### src/rtl/ex_mem.sv
// EX->MEM pipeline register with bubble/hold/flush control and
// MADD/MSUB accumulator park-and-return path back to EX.
module ex_mem #(
    parameter int DATA_W  = 32,
    parameter int ADDR_W  = 5,
    parameter int STALL_W = 6
) (
    input  logic                clk,
    input  logic                rst,
    input  logic [STALL_W-1:0]  stall,
    input  logic                flush,
    input  logic [ADDR_W-1:0]   ex_wd,
    input  logic                ex_wreg,
    input  logic [DATA_W-1:0]   ex_wdata,
    input  logic                ex_whilo,
    input  logic [DATA_W-1:0]   ex_hi,
    input  logic [DATA_W-1:0]   ex_lo,
    input  logic [2*DATA_W-1:0] hilo_i,
    input  logic [1:0]          cnt_i,
    output logic [ADDR_W-1:0]   mem_wd,
    output logic                mem_wreg,
    output logic [DATA_W-1:0]   mem_wdata,
    output logic                mem_whilo,
    output logic [DATA_W-1:0]   mem_hi,
    output logic [DATA_W-1:0]   mem_lo,
    output logic [2*DATA_W-1:0] hilo_o,
    output logic [1:0]          cnt_o
);

    // Only the EX and MEM stall bits matter here.
    logic ex_stall;
    logic mem_stall;
    logic bubble;
    logic hold;
    logic unused_stall;

    assign ex_stall     = stall[3];
    assign mem_stall    = stall[4];
    assign bubble       = ex_stall & ~mem_stall;
    assign hold         = ex_stall & mem_stall;
    assign unused_stall = ^{stall[STALL_W-1:5], stall[2:0]};

    // Pipeline payload: flush beats bubble, bubble beats hold.
    always_ff @(posedge clk or negedge rst) begin
        if (!rst) begin
            mem_wd    <= '0;
            mem_wreg  <= 1'b0;
            mem_wdata <= '0;
            mem_whilo <= 1'b0;
            mem_hi    <= '0;
            mem_lo    <= '0;
        end else if (flush || bubble) begin
            mem_wd    <= '0;
            mem_wreg  <= 1'b0;
            mem_wdata <= '0;
            mem_whilo <= 1'b0;
            mem_hi    <= '0;
            mem_lo    <= '0;
        end else if (!hold) begin
            mem_wd    <= ex_wd;
            mem_wreg  <= ex_wreg;
            mem_wdata <= ex_wdata;
            mem_whilo <= ex_whilo;
            mem_hi    <= ex_hi;
            mem_lo    <= ex_lo;
        end
    end

    // Accumulator park: captured on a bubble, dropped once EX advances.
    always_ff @(posedge clk or negedge rst) begin
        if (!rst) begin
            hilo_o <= '0;
            cnt_o  <= 2'd0;
        end else if (flush) begin
            hilo_o <= '0;
            cnt_o  <= 2'd0;
        end else if (bubble) begin
            hilo_o <= hilo_i;
            cnt_o  <= cnt_i;
        end else if (!hold) begin
            hilo_o <= '0;
            cnt_o  <= 2'd0;
        end
    end

endmodule
### config.mk
export PLATFORM = sky130hd
export DESIGN_NAME = ex_mem
export DESIGN_NICKNAME = d
export VERILOG_FILES = /design/src/rtl/ex_mem.sv
export SDC_FILE = /design/constraint.sdc
export NUM_CORES = 1
export LEC_CHECK = 0
export BUFFER_PORTS_ARGS = -buffer_cell sky130_fd_sc_hd__buf_2
export CAP_MARGIN = 15
export CORE_MARGIN = 3
export CORE_UTILIZATION = 43
export DETAILED_ROUTE_END_ITERATION = 12
export GPL_TIMING_DRIVEN = 1
export HOLD_SLACK_MARGIN = 0.15
export PLACE_DENSITY = 0.79
export RECOVER_POWER = 50
export SETUP_SLACK_MARGIN = 0.4
export SLEW_MARGIN = 0
export SYNTH_ARGS = -nofsm -noshare
export SYNTH_HDL_FRONTEND = slang
export SYNTH_SLANG_ARGS = --single-unit
### constraint.sdc
create_clock -name clk -period 1.1 [get_ports clk]
set_input_delay 0.165 -clock clk [delete_from_list [all_inputs] [get_ports clk]]
set_output_delay 0.165 -clock clk [all_outputs]
set_load 0.01 [all_outputs]
# Word level (Yosys, flattened, before mapping)
# Index checks and enable logic that the tools add are counted.
# op_classes
add_sub_neg	0
multipliers	0
n_div	0
n_lt_le_gt_ge	0
n_eq_ne	2
n_shift	0
muxes	18
bitwise_logic	3
n_reduce_logical	1
# op_table
cell	count
32-bit 2-to-1 mux	6
64-bit 2-to-1 mux	3
5-bit 2-to-1 mux	2
2-bit 2-to-1 mux	3
1-bit 2-to-1 mux	4
3-bit inequality test (second input constant)	1
1-bit AND	2
2-bit by 1-bit inequality test with 1-bit output (second input constant)	1
1-bit logical OR	1
1-bit NOT	1
# totals
regBits	169
latch_bits	0
mem_bits_rw	0
mem_bits_ro	0
inputBits	178
out_inout_bits	169
wordCells	32
mem_count	0

# Logic depth before layout (Yosys ltp)
# logic_depth
word_depth	4
depth_mapped	5
depth_no_buf	2

# Worst setup path before layout
# Ideal clock, no wire load.
# synth_timing
kind	input to register
from	input port flush
to	register hilo_o[23]
setup_ns	0.121
arrival_ns	0.863
required_ns	0.979
slack_ns	0.116
stages	5
n_path_buf	3
cell_sequence	buf_2 > nand2b_1 > buf_2 > buf_2 > nor2_1
# synth_via
elab_chain_len	1
word_cells_on_any_way	2
cone_classes	1 x eq/ne; 1 x mux
# synth_rtl
element	line	rtl
start: declaration	11	input logic flush,
3-bit inequality test (no line) or 64-bit 2-to-1 mux (tied branches)	-	
end signal: assignment	78	hilo_o <= hilo_i;
end: declaration	26	output logic [2*DATA_W-1:0] hilo_o,
# Several ways; a longest one is shown, not always the timed one.
# A chain may end at the register's enable or synchronous reset.

# Worst setup path after layout
# layout_timing
from	register hilo_o[49]
to	output port hilo_o[49]
# No word-level cell between the ends.

==> results.md <==
- Fillcell total: 581
- Total wire length: 38.1 mm
- Clock latency on the worst-skew pair: 0.42 ns
- Vias in the first global route: 8374
- 1st-pass router iterations: 5
- Post-DR vias/cell: 5.60
- CTS Hold Bufs: 165
- R2R Path End: mem_lo[12]$_DFFE_PN0P_
- Gr usage total: 0.316
- Crit Path Max Fanout: 2
- CTS buffer count: 17
- Cell Count Post-Placement: 1200
- Final setup vio count: 163
- Top post-synthesis cells by area: dfrtp_1, mux2i_1, nand2b_1, a21oi_1, nand3_1
- CP Data Required Time: 0.94 ns
- WL/cell: 24.6 um
- Period minus WS final: 1.20 ns
- Worst path max stage delay: 0.44 ns
- Place WS: 0.0118 ns
- Worst Setup End Kind: output pin
- Slew headroom: 0.253
- Detailed placement HPWL: 15.3 mm
- Max-cap violations: 0
- Cell Count, Final, Fillers Out: 1548
- Die height: 135 um
- CP delay by family, top: flip-flops
- CTS tree: yes
- Slew @ Worst Pin: 1.12 ns
- Largest net degree at the start of global routing: 63
- Clk_skew: 0 ns
- CORE AREA: 16100 um2
- PortBufs: 342
- FF-to-FF setup slack: 0.03 ns
- GR Overflow Total: 0
- WP data arrival: 1.04 ns
- Clock root cell: clkbuf_16
- Outcome: complete, but fails checks
- Post-Syn Nets: 837
- Top cell type's share of synthesized area: 0.595
- Slowest-stage cell, CP: dfrtp_1
- Final hold vios: 28
- ANT nets after route: 0
- Setup ws final: -0.102 ns
- H-tree Lvls: 4
- Ports: 347
- Yosys reg bits: 169
- Synthesized cell area: 7110 um2
- Worst R2R Start: mem_lo[12]$_DFFE_PN0P_
- Cells after synthesis: 659
- Initial antenna violation count: 0
- Fin Hold WS: -0.0492 ns
- Critical path class: reg -> out
- Hold Crit Class: in -> async
- Initial DRC count: 818
- Synth warn: 0
- Peak supply drop: 1.19 mV
- CP bufs+invs: 1
- Worst r2r path cells: 4
- Startpoint types: flip-flop
- Die area: 18100 um2
- Synth area leader: dfrtp_1
- Clock transition at path regs: 0.07 ns
- Nets: 1495
- Final setup TNS: -6.04 ns
- Syn Area/Cell: 10.8 um2
- Initial Utilization: 0.443
- Crit share post-route: 1.09
- Die W: 135 um
- CTS sink count: 169
- Leak: 0.00700 uW
- Highest Clock Rate: 832 MHz
- Crit-path cells: buf_2
- Clock buffer depth: 2
- # rows: 46
- Layout Area Growth over Synthesis: 102%
- Register area share after synthesis: 0.595
- Pins Over Slew Limit: 0
- Vias: 8676
- Share of layout cells above drive strength 1: 0.546
- PwrDens: 1160 nW/um2
- RSZ-0062 raised after global routing: yes
- Failing checks: negative hold slack, negative setup slack
- Remaining DRCs: 0
- End-of-flow core utilization: 0.893
- First-pass GRT wire length: 44.7 mm
- Yosys cell types: 11
- Routability congestion estimate: 0.819
## area by class of cell
class,instances,area [um2],area share
repair buffers,697,5870,0.410
flip-flops and latches,169,4230,0.295
multi-input cells,432,3340,0.233
clock buffers,18,439,0.0306
well taps,216,270,0.0189
clock inverters,14,184,0.0128
diodes,2,5.00,0.000349
## power breakdown
| part | total [uW] | switching, uW | internal [uW] |
|---|---|---|---|
| clock | 6570 | 2860 | 3710 |
| combinational | 3390 | 1610 | 1780 |
| sequential | 6700 | 238 | 6460 |
| total | 16700 | 4710 | 11900 |
## layout by cell type (no fill, tap or decap), types with 7 or more instances in the layout
master / n
buf_2: 255
buf_6: 193
dfrtp_1: 169
dlygate4sd3_1: 161
nand2b_1: 97
a21oi_2: 75
nand3_2: 70
nor2_1: 65
mux2i_1: 59
buf_4: 59
a21oi_1: 22
nand3_1: 19
clkbuf_16: 17
buf_12: 12
nand3_4: 8
mux2i_2: 7
## kinds of logic after synthesis
| logic type | after synthesis | share of synthesized area |
|---|---|---|
| AOI/OAI and AO/OA | 103 | 0.0768 |
| buffers and inverters | 58 | 0.0444 |
| DFF | 169 | 0.595 |
| muxes | 66 | 0.0930 |
| and+or+nand+nor | 263 | 0.191 |
## sequential cells by signal, indices dropped and copies added, names as in the netlist
register / cells
mem_hi: 32
hilo_o: 64
cnt_o: 2
mem_wreg: 1
mem_wdata: 32
mem_wd: 5
mem_whilo: 1
mem_lo: 32
## layer usage
metal / track usage / vias to the layer above / part of all wire
met4: 0.157 / 0 / 0.062
met1: 0.358 / 4238 / 0.35
li1: - / 3559 / -
met2: 0.562 / 693 / 0.50
met3: 0.0727 / 186 / 0.090
met5: 0 / - / 0
## per-stage QoR
step / cell area [um2] / power [uW]
final: 14300 / 16700
after global routing: 14300 / 17000
after CTS: 12900 / 15800
after detailed placement: 9570 / 8630
after global placement: 9570 / 8590
after floorplan: 7560 / 7690
## cells in the mapped netlist (all sizes together)
cell type,count
nand2b,98
a32o,6
dfrtp,169
nand3,97
a21oi,97
buf,28
nor2b,1
clkbuf,30
mux2i,66
nor2,67
## worst max path at each step
stage	endpoint	start	slack (ns)	cells after the start
final	hilo_o[49]	hilo_o[49]$_DFFE_PN0P_	-0.10	1
after CTS	mem_lo[28]	mem_lo[28]$_DFFE_PN0P_	-0.08	1
after detailed placement	hilo_o[18]$_DFFE_PN0P_	stall[4]	0.01	4
after global routing	mem_wdata[10]	mem_wdata[10]$_DFFE_PN0P_	-0.11	1
after floorplan	mem_hi[31]$_DFFE_PN0P_	stall[3]	0.24	4
after global placement	hilo_o[63]$_DFFE_PN0P_	stall[4]	0.05	4
## timing repair
action	CTS	global route
hold endpoints to repair	338	176
gates resized for setup	89	243
endpoints found under the setup margin	191	327
pin swaps	50	84
buffers inserted	81	68
cloned	0	0
No activity file was read; power rests on OpenSTA's default activity.
